File: config.mk
export PLATFORM = sky130hd
export DESIGN_NAME = dispatch_buffer
export DESIGN_NICKNAME = d
export VERILOG_FILES = /design/src/rtl/dispatch_buffer.sv
export SDC_FILE = /design/constraint.sdc
export NUM_CORES = 1
export LEC_CHECK = 0
export BUFFER_PORTS_ARGS = -buffer_cell sky130_fd_sc_hd__buf_4
export CAP_MARGIN = 20
export CORE_MARGIN = 4
export CORE_UTILIZATION = 55
export CTS_CLUSTER_DIAMETER = 60
export DETAILED_ROUTE_END_ITERATION = 10
export GPL_TIMING_DRIVEN = 0
export PLACE_DENSITY = 0.8
export REMOVE_ABC_BUFFERS = 1
export SYNTH_ARGS = -nofsm -noshare
export SYNTH_HDL_FRONTEND = slang
export SYNTH_SLANG_ARGS = --single-unit
File: constraint.sdc
create_clock -name clk -period 9.05 [get_ports clk]
set_input_delay 0.905 -clock clk [delete_from_list [all_inputs] [get_ports clk]]
set_output_delay 0.905 -clock clk [all_outputs]
set_load 0.005 [all_outputs]
File: src/rtl/dispatch_buffer.sv
// Dispatch stage: DEPTH-entry micro-op FIFO that resolves operands at the head and issues
// one micro-op per cycle to ROB + RS/LSB. Optional CDB bypass: define DISPATCH_CDB_BYPASS_EN.
module dispatch_buffer #(
  parameter int XLEN  = 32,
  parameter int ROB_W = 4,
  parameter int OP_W  = 6,
  parameter int REG_W = 5,
  parameter int DEPTH = 4
) (
  input  logic             clk,
  input  logic             rst,
  input  logic             rdy,
  input  logic             flush,
  input  logic             in_valid,
  output logic             in_ready,
  input  logic [XLEN-1:0]  in_pc,
  input  logic [OP_W-1:0]  in_optype,
  input  logic             in_is_ls,
  input  logic             in_is_jump,
  input  logic             in_pred_jump,
  input  logic [REG_W-1:0] in_rd,
  input  logic [REG_W-1:0] in_rs1,
  input  logic [REG_W-1:0] in_rs2,
  input  logic [XLEN-1:0]  in_imm,
  input  logic             rob_full,
  input  logic             lsb_full,
  input  logic             rs_full,
  input  logic [ROB_W-1:0] rob_id,
  output logic [REG_W-1:0] rs1_idx,
  output logic [REG_W-1:0] rs2_idx,
  input  logic [ROB_W-1:0] rf_qi,
  input  logic [ROB_W-1:0] rf_qj,
  input  logic [XLEN-1:0]  rf_vi,
  input  logic [XLEN-1:0]  rf_vj,
  output logic [ROB_W-1:0] rob_qi,
  output logic [ROB_W-1:0] rob_qj,
  input  logic             rob_qi_rdy,
  input  logic             rob_qj_rdy,
  input  logic [XLEN-1:0]  rob_vi,
  input  logic [XLEN-1:0]  rob_vj,
`ifdef DISPATCH_CDB_BYPASS_EN
  input  logic             cdb_valid,
  input  logic [ROB_W-1:0] cdb_tag,
  input  logic [XLEN-1:0]  cdb_value,
`endif
  output logic             rob_push,
  output logic             rename_en,
  output logic             rs_push,
  output logic             lsb_push,
  output logic [ROB_W-1:0] iss_tag,
  output logic [XLEN-1:0]  iss_pc,
  output logic [XLEN-1:0]  iss_imm,
  output logic [XLEN-1:0]  iss_vi,
  output logic [XLEN-1:0]  iss_vj,
  output logic [OP_W-1:0]  iss_optype,
  output logic [REG_W-1:0] iss_rd,
  output logic [ROB_W-1:0] iss_qi,
  output logic [ROB_W-1:0] iss_qj,
  output logic             iss_is_jump,
  output logic             iss_pred_jump
);

  localparam int PTR_W = $clog2(DEPTH);
  localparam int CNT_W = PTR_W + 1;

  typedef struct packed {
    logic [XLEN-1:0]  pc;
    logic [OP_W-1:0]  optype;
    logic             is_ls;
    logic             is_jump;
    logic             pred_jump;
    logic [REG_W-1:0] rd;
    logic [REG_W-1:0] rs1;
    logic [REG_W-1:0] rs2;
    logic [XLEN-1:0]  imm;
  } uop_t;

  typedef struct packed {
    logic [ROB_W-1:0] q;
    logic [XLEN-1:0]  v;
  } opnd_t;

  uop_t             mem [DEPTH];
  uop_t             head_uop;
  uop_t             in_uop;
  logic [PTR_W-1:0] head, tail;
  logic [CNT_W-1:0] count;
  logic             push, go;
  opnd_t            op1, op2;

  // Register file first, then ROB result, then (optionally) the CDB broadcast this cycle.
  function automatic opnd_t resolve(input logic [ROB_W-1:0] q, input logic [XLEN-1:0] rf_v,
                                    input logic rob_rdy, input logic [XLEN-1:0] rob_v);
    opnd_t r;
    if (q == '0) begin
      r.q = '0;
      r.v = rf_v;
    end else if (rob_rdy) begin
      r.q = '0;
      r.v = rob_v;
`ifdef DISPATCH_CDB_BYPASS_EN
    end else if (cdb_valid && cdb_tag == q) begin
      r.q = '0;
      r.v = cdb_value;
`endif
    end else begin
      r.q = q;
      r.v = '0;
    end
    return r;
  endfunction

  assign in_uop   = '{pc: in_pc, optype: in_optype, is_ls: in_is_ls, is_jump: in_is_jump,
                      pred_jump: in_pred_jump, rd: in_rd, rs1: in_rs1, rs2: in_rs2, imm: in_imm};
  assign head_uop = mem[head];
  assign in_ready = (count != CNT_W'(DEPTH));
  assign rs1_idx  = head_uop.rs1;
  assign rs2_idx  = head_uop.rs2;
  assign rob_qi   = rf_qi;
  assign rob_qj   = rf_qj;

  assign push = in_valid && in_ready && rdy && !flush;
  assign go   = rdy && !flush && (count != '0) && !rob_full &&
                (head_uop.is_ls ? !lsb_full : !rs_full);

  always_comb begin
    op1 = resolve(rf_qi, rf_vi, rob_qi_rdy, rob_vi);
    op2 = resolve(rf_qj, rf_vj, rob_qj_rdy, rob_vj);
  end

  // NOTE: payload storage carries no reset; count/head/tail alone define which entries are live.
  always_ff @(posedge clk) begin
    if (push) mem[tail] <= in_uop;
  end

  always_ff @(posedge clk) begin
    if (rst) begin
      head          <= '0;
      tail          <= '0;
      count         <= '0;
      rob_push      <= 1'b0;
      rename_en     <= 1'b0;
      rs_push       <= 1'b0;
      lsb_push      <= 1'b0;
      iss_tag       <= '0;
      iss_pc        <= '0;
      iss_imm       <= '0;
      iss_vi        <= '0;
      iss_vj        <= '0;
      iss_optype    <= '0;
      iss_rd        <= '0;
      iss_qi        <= '0;
      iss_qj        <= '0;
      iss_is_jump   <= 1'b0;
      iss_pred_jump <= 1'b0;
    end else if (flush) begin
      head      <= '0;
      tail      <= '0;
      count     <= '0;
      rob_push  <= 1'b0;
      rename_en <= 1'b0;
      rs_push   <= 1'b0;
      lsb_push  <= 1'b0;
    end else if (rdy) begin
      if (push) tail <= tail + 1'b1;
      if (go) head <= head + 1'b1;
      count     <= count + CNT_W'(push) - CNT_W'(go);
      rob_push  <= go;
      rename_en <= go;
      rs_push   <= go && !head_uop.is_ls;
      lsb_push  <= go && head_uop.is_ls;
      // Payload is only refreshed on issue so consumers see stable values between strobes.
      if (go) begin
        iss_tag       <= rob_id;
        iss_pc        <= head_uop.pc;
        iss_imm       <= head_uop.imm;
        iss_optype    <= head_uop.optype;
        iss_rd        <= head_uop.rd;
        iss_is_jump   <= head_uop.is_jump;
        iss_pred_jump <= head_uop.pred_jump;
        iss_qi        <= op1.q;
        iss_vi        <= op1.v;
        iss_qj        <= op2.q;
        iss_vj        <= op2.v;
      end
    end
  end

endmodule

== After elaboration in Yosys (flattened, before gate mapping) ==
Memory sizes are Yosys's and may differ from the RTL's. A register that Yosys moved wholly into a read port is not among the register bits.
Cells that the tools add are included.
Storage, ports and cells
  register bits: 163
  memories: 1
  bits in writable memories: 352
  output and inout port bits: 176
Operators by class
  reductions and logical operators: 21
  multiplexer cells: 9
  add/subtract/negate cells: 4
  equality and inequality tests: 1
  bitwise logic cells: 1
Memory list
  mem: words 4, bits a word 88, read ports 1, clocked after memory_dff 1, wr ports 1, line 83  | uop_t mem [DEPTH];
Operator list (number)
  two-way mux 36 bit: 4
  logical AND 1 bit: 9
  logical NOT 4 bit: 2
  logical NOT 1 bit: 5
  adder 2 x 1 -> 2 bit, second input constant: 2
  two-way mux 2 bit: 2
  AND reduction 2 bit: 2
  adder 3 x 1 -> 3 bit: 1
  two-way mux 1 bit: 3
  inequality test 3 bit, second input constant: 1
  AND reduction 3 bit: 1
  nonzero test 3 bit: 1
  subtractor 3 x 1 -> 3 bit: 1
  OR reduction 2 bit: 1
  NOT 1 bit: 1

== Depth between registers and ports, before layout ==
Gate-level depths: netlist of the first run.
  depth after elaboration: 8
  depth in mapped cells: 14

== Worst setup path before layout of the first run ==
OpenSTA, ideal clock, no wires.
  path type: input -> register
  start point: input rdy
  end point: memory mem[0][0] (netlist bit) (enable)
  data arrival time: 3.649 ns
  cell stages on the path: 4
  slack: 4.945 ns
  cell sequence: clkbuf_1 and4b_1 clkbuf_1 and2_1
On the way
  longest elaborated chain between the ends: 4
RTL lines
  start, declared: line 12  | input logic rdy,
  logical AND 1 bit (2 in a row): line 122  | assign push = in_valid && in_ready && rdy && !flush;
  two-way mux 1 bit: line 133  | if (push) mem[tail] <= in_uop;
  two-way mux 1 bit (implied by the code): line 133
  end, declared: line 83
Every way passes these cells.

==> results of run 1 <==
## cell families (layout without fill, tap and decap cells)
family          after synthesis  in the layout
buf+inv                     148            553
mux                          93             93
xor+xnor                      3              3
other cells                   0              3
compound gates              313            313
fa+ha+maj                     7              7
simple gates                249            249
flops                       517            517
## per-layer routing
layer	vias to the layer above	share of wire (%)	routed length [um]
met2	730	50	27800
met4	0	4.2	2330
met5	-	0	0
li1	5911	-	-
met3	136	10	5780
met1	6666	35	19500
## sequential cells by signal, summed over array words and instances (netlist names), named ones only
| signal | count |
|---|---|
| mem | 352 |
| iss_imm | 32 |
| iss_pc | 32 |
| iss_vi | 32 |
| iss_vj | 32 |
| iss_optype | 6 |
| iss_rd | 5 |
| iss_qi | 4 |
| iss_qj | 4 |
| iss_tag | 4 |
| count | 3 |
| head | 2 |
| tail | 2 |
| iss_is_jump | 1 |
| iss_pred_jump | 1 |
| lsb_push | 1 |
| rename_en | 1 |
| rs_push | 1 |
## final cells by class
cell class / count / area share (%)
multi-input cells: 665 / 20.7
inverters: 7 / 0.104
well taps: 461 / 2.28
clock buffers: 69 / 5.89
flip-flops and latches: 517 / 54.9
clock inverters: 27 / 1.16
repair buffers: 450 / 14.9
diodes: 3 / 0.0297
## worst max path at each step
| stage | start | to | slack (ns) | cells after the start |
|---|---|---|---|---|
| global route | flip-flop | count[2] | 4.43 | 13 |
| global placement | flush | count[2] | -10.91 | 13 |
| detailed placement | flip-flop | count[2] | 4.05 | 13 |
| finish | flip-flop | count[2] | 4.74 | 13 |
| floorplan | rob_full | count[2] | -2.65 | 11 |
| CTS | flip-flop | count[2] | 3.91 | 13 |
## per-stage QoR
stage	cells	instance area (um2)	worst slack, ns	setup TNS, ns
after floorplan	1189	19100	-2.65	-128.50
after CTS	2194	25200	3.91	0
after detailed placement	2098	23400	4.05	0
final	2199	25300	4.74	0
after global routing	2198	25300	4.43	0
after global placement	2063	22800	-10.91	-1345.18
## cells in the final DEF (no fill, tap or decap), types with 2 or more instances in the layout
master      Yosys  layout
edfxtp_1      352     352
buf_12          0       4
nor4_2          0       2
o21ai_0        90      90
buf_8           0       2
clkbuf_16       0      54
nand4b_1        8       8
nand3_1       146     146
clkinvlp_4      0       5
dfxtp_4         0       2
xnor2_1         2       2
a311oi_1       64      64
nor2_1          7       7
mux4_2         88      88
diode_2         0       3
and2_4          0       4
buf_4          25     418
clkbuf_8        0       8
a21oi_1       157     157
inv_1           6       6
or4_1           2       2
buf_16          0      14
nand2b_1        3       3
clkbuf_1       89       7
clkinv_2        0       8
buf_6           0      12
bufinv_16       0       6
nand2_1        68      68
mux2i_1         3       3
dfxtp_1       165     163
ha_1            6       6
clkinv_1        0       7
## where the power goes
part           switching (mW)  leakage [nW]  internal, mW  total, mW
clock network           0.879         0.863          1.32       2.20
logic                   0.114          3.40         0.105      0.219
registers             0.00425          4.51          2.54       2.54
## worst max-delay path, stage by stage (launching register included)
cell	delay [ns]
dfxtp_4	0.64
buf_16	0.35
mux4_2	0.65
mux2i_4	0.71
nand2_1	0.23
inv_2	0.25
ha_1	0.16
inv_1	0.04
ha_1	0.19
fa_1	0.40
xnor2_1	0.19
nand2_1	0.10
xor2_1	0.18
nor2_1	0.06
==> impl_metrics.tcl, run 1 <==
set metrics [dict create \
    outcome "complete, no violations" \
    cts.sinks 517 \
    setup_viol 0 \
    max-cap-violations 0 \
    io_pins 414 \
    power_mw 4.96 \
    worst_pin_slew_ns 1.03 \
    top_usage_layer "met2" \
    synth_most_common_cell "edfxtp_1" \
    finalCritPeriodShare_pct 47.6 \
    num_vias 13400 \
    h-tree-depth 2 \
    period_minus_slack_ns 4.31 \
    irDropWorstVdd_mv 0.192 \
    clk_pin_slew_ns 0.06 \
    fill_cells 2264 \
    routed_wire_length_per_instance_um 25.2 \
    drtIter0Drc 1022 \
    hold_class "flip-flop to flip-flop" \
    ys_warn_count 0 \
    synthFlopType "edfxtp_1" \
    dieArea_mm2 0.0390 \
    synth_top_family_by_area "multiplexers" \
    max_freq_mhz 232 \
    core_mm2 0.0355 \
    rsz0062_at_grt "false" \
    synth_edf_count 352 \
    hold_path_end "lsb_push" \
    ant_nets 0 \
    fp.dieH_um 197 \
    cp.arrival_ns 4.77 \
    start_kind "flip-flop" \
    grt_use_total_pct 27.9 \
    synth_adder_area_share_pct 0.482 \
    grt_max_degree 81 \
    io_buffers 413 \
    avgViaCountPerCell 6.11 \
    synth_simple_gate_area_share_pct 6.15 \
    overflow 0 \
    worstSkewPairLatency_ns 0.58 \
    grt_pass1_vias 13500 \
    r2r-end "count[2]" \
    syn_to_final_growth_pct 28.0 \
    grtUsageMet2_pct 46.5 \
    drv_slew 0 \
    slew_headroom_pct 30.9 \
    synth.area.top_cells "edfxtp_1 (54%), dfxtp_1 (17%), mux4_2 (10%), a21oi_1 (4.0%), nand3_1 (3.7%)" \
    regArea_mm2 0.0139 \
    yosysTopAreaCell "edfxtp_1" \
    finalWeightedCongestion 0.933 \
    drive_above_1_share_pct 36.7 \
    first_pass_iters 5 \
    dp_hpwl_um 35700 \
    grtUsageMet1_pct 34.5 \
    row_count 69 \
    totalWireLength_um 55500 \
    ctsResizeCount 0 \
    synth_commonest_cells "edfxtp_1 (352), dfxtp_1 (165), a21oi_1 (157), nand3_1 (146), o21ai_0 (90)" \
    ys_ff_latch 517 \
    synthMuxAreaShare_pct 10.3 \
    finClkSkew_ns 0.0189 \
    synth_compound_area_share_pct 9.18 \
    multi_input_area_mm2 0.00523 \
    initial_core_util_pct 55.6 \
    syn_avg_cell_area_um2 14.8 \
    path_class "flip-flop to flip-flop" \
    cts_buffers 52 \
    required_ns 9.51 \
    ys_seq_area_share_pct 70.3 \
    p_per_area_mw_per_mm2 196 \
    nets 1938 \
    utilization_pct 71.2 \
    cts_tree "done" \
    reg2reg_depth 13 \
    min-delay-start "lsb_push" \
    netlist_area_mm2 0.0197 \
    post-route-drc-count 0 \
    synth_cells 1330 \
    grt_pass1_wl_um 82900 \
    synth-xor-area-share_pct 0.133 \
    ctsHoldBuffers 0 \
    whs_path_depth 2 \
    hold_viol 0 \
    crit_fanout 38 \
    power.leakage_nw 8.77 \
    netlist.area_leader.share_pct 53.5 \
    synth_cell_type_count 36 \
    cts_buffer_depth 3 \
    fp.dieW_um 197 \
    use_met3_pct 8.29 \
    worstSetupEndpointType "flip-flop" \
    cts_setup_buffers 0 \
    ys_async_sr_fraction_pct 0 \
    reg2reg_setup_slack_ns 4.74 \
    clockRootBuffer "clkbuf_16" \
    hold_ws_ns 0.476 \
    antenna_found_initial 2 \
]
Note: power is estimated with default switching activity, not from simulation.
==> run 2: changes to the inputs <==
Settings changed: CORE_UTILIZATION 55 to 54, PLACE_DENSITY 0.8 to 0.79.
Clock period 9.05 ns to 4.25 ns, I/O delays scaled along.
==> run 2 against run 1 <==
Effect of this change:
- sequential power is 110% higher
- core utilization grew 1.1 points
- sequential share of layout area down 1.4 points
- largest power group unchanged
==> impl_metrics.tcl, run 2 (synthesis results as in run 1) <==
set metrics [dict create \
    dp_hpwl_um 36000 \
    io_buffers 413 \
    period_minus_slack_ns 3.77 \
    whs_path_depth 1 \
    setup_viol 0 \
    pwr-share-clk_pct 43.8 \
    post-route-drc-count 0 \
    finClkSkew_ns 0.0259 \
    drive_above_1_share_pct 35.6 \
    num_vias 13800 \
    syn_to_final_growth_pct 31.3 \
    dieArea_mm2 0.0397 \
    max_stage_delay_ns 0.68 \
    slew_headroom_pct 29.9 \
    antenna_found_initial 9 \
    grt_use_total_pct 27.9 \
    finalWeightedCongestion 0.913 \
    drtIter0Drc 1149 \
    drv_slew 0 \
    power_mw 10.6 \
    ctsResizeCount 0 \
    first_pass_iters 6 \
    hold_path_end "mem[1][69]" \
    r2r-end "count[2]" \
    grt_max_degree 79 \
    row_count 69 \
    nets 2000 \
    final_common_cell "buf_4" \
    pwr-share-comb_pct 5.0 \
    cts_tree "done" \
    initial_core_util_pct 55.1 \
    mostFrequentLayoutCells "buf_4 (418), edfxtp_1 (352), dfxtp_1 (163)" \
    pre_cts_ws_ns 0.518 \
    outcome "complete, no violations" \
    finalCritPeriodShare_pct 88.8 \
    cts_setup_buffers 0 \
    cp_cell_sequence "mux4_2, mux2i_4, nand2_1, inv_2, ha_1, inv_1, ha_1, fa_1, xnor2_1, nand2_1, xor2_1, nor2_1" \
    rsz0062_at_grt "false" \
    worst_pin_slew_ns 1.05 \
    totalWireLength_um 56600 \
    reg2reg_depth 12 \
    regMostFlops "mem" \
    routed_wire_length_per_instance_um 24.9 \
    crit_family "multiplexers" \
    cts_buffers 53 \
    clockRootBuffer "clkbuf_16" \
    p_int_mw 8.33 \
    fp.dieH_um 199 \
    power.leakage_nw 9.04 \
    seq_power_share_pct 51.3 \
    ctsHoldBuffers 60 \
    grt_pass1_vias 13800 \
    max_freq_mhz 265 \
    cp_num_buf_inv 2 \
    fp.dieW_um 199 \
    largest_register_ffs 352 \
    fill_cells 2213 \
    hold_class "input pin to flip-flop" \
    h-tree-depth 2 \
    cts.sinks 517 \
    avgViaCountPerCell 6.08 \
    hold_viol 0 \
    core_mm2 0.0358 \
    p_per_area_mw_per_mm2 407 \
    reg2reg_setup_slack_ns 0.48 \
    max-cap-violations 0 \
    overflow 0 \
    path_class "flip-flop to flip-flop" \
    hold_ws_ns 0.0337 \
    p_sw_mw 2.22 \
    setup_ws_ns 0.477 \
    p_sw_share_pct 21.1 \
    min-delay-start "in_pc[13]" \
    cp.arrival_ns 4.26 \
    worstSetupEndpointType "flip-flop" \
    ant_nets 0 \
    crit_slowest_cell "dfxtp_4" \
    worstSkewPairLatency_ns 0.60 \
    grt_pass1_wl_um 84300 \
    clk_pin_slew_ns 0.06 \
    crit_fanout 22 \
    required_ns 4.74 \
    start_kind "flip-flop" \
    io_pins 414 \
    utilization_pct 72.3 \
    irDropWorstVdd_mv 0.388 \
    cts_buffer_depth 3 \
]
==> run 2: per-stage QoR <==
| stage | setup TNS [ns] | std cells | area [um2] |
|---|---|---|---|
| after global placement | -2415.01 | 2063 | 22800 |
| after detailed placement | 0 | 2100 | 23500 |
| after global routing | 0 | 2269 | 25900 |
| after floorplan | -832.40 | 1189 | 19100 |
| final | 0 | 2269 | 25900 |
| after CTS | 0 | 2259 | 25900 |
==> run 2: cell type report <==
cell class / instances / area, um2 / area share, %
antenna: 9 / 22.5 / 0.0869
clock inverter: 26 / 275 / 1.06
clock buffer: 73 / 1490 / 5.76
sequential: 517 / 13900 / 53.6
multi-input combinational: 665 / 5230 / 20.2
tap: 461 / 577 / 2.23
inverter: 7 / 26.3 / 0.101
timing repair buffer: 511 / 4410 / 17.0
==> run 2: how the worst max path moves through the flow <==
stage,startpoint,to,slack [ns],depth (start not counted)
finish,flip-flop,count[2],0.48,12
global route,flip-flop,count[2],0.27,12
CTS,flip-flop,count[2],0.46,12
detailed placement,flip-flop,count[2],0.52,12
global placement,flush,count[2],-15.27,13
floorplan,rob_full,count[2],-6.97,11
==> run 2: power groups by stage <==
stage | registers, mW | logic [mW] | clock network [mW]
final | 5.41 | 0.524 | 4.62
after global routing | 5.41 | 0.555 | 4.92
after detailed placement | 5.52 | 0.464 | 0
after CTS | 5.41 | 0.517 | 4.68
after floorplan | 5.52 | 0.107 | 0
after global placement | 5.52 | 0.412 | 0
==> run 2: routing by layer <==
metal  wire length, um  GRT usage (%)
met5                 0              0
met4              2460           11.2
met3              5860           8.75
met2             28200           46.3
met1             20100           34.3
==> run 2: worst reg2reg max path: cells and delay by family (launching register included) <==
kind	cells	cell delay, ns
xor+xnor	2	0.29
fa+ha+maj	3	0.77
buf+inv	2	0.35
flops	1	0.68
mux	2	1.23
simple gates	3	0.34
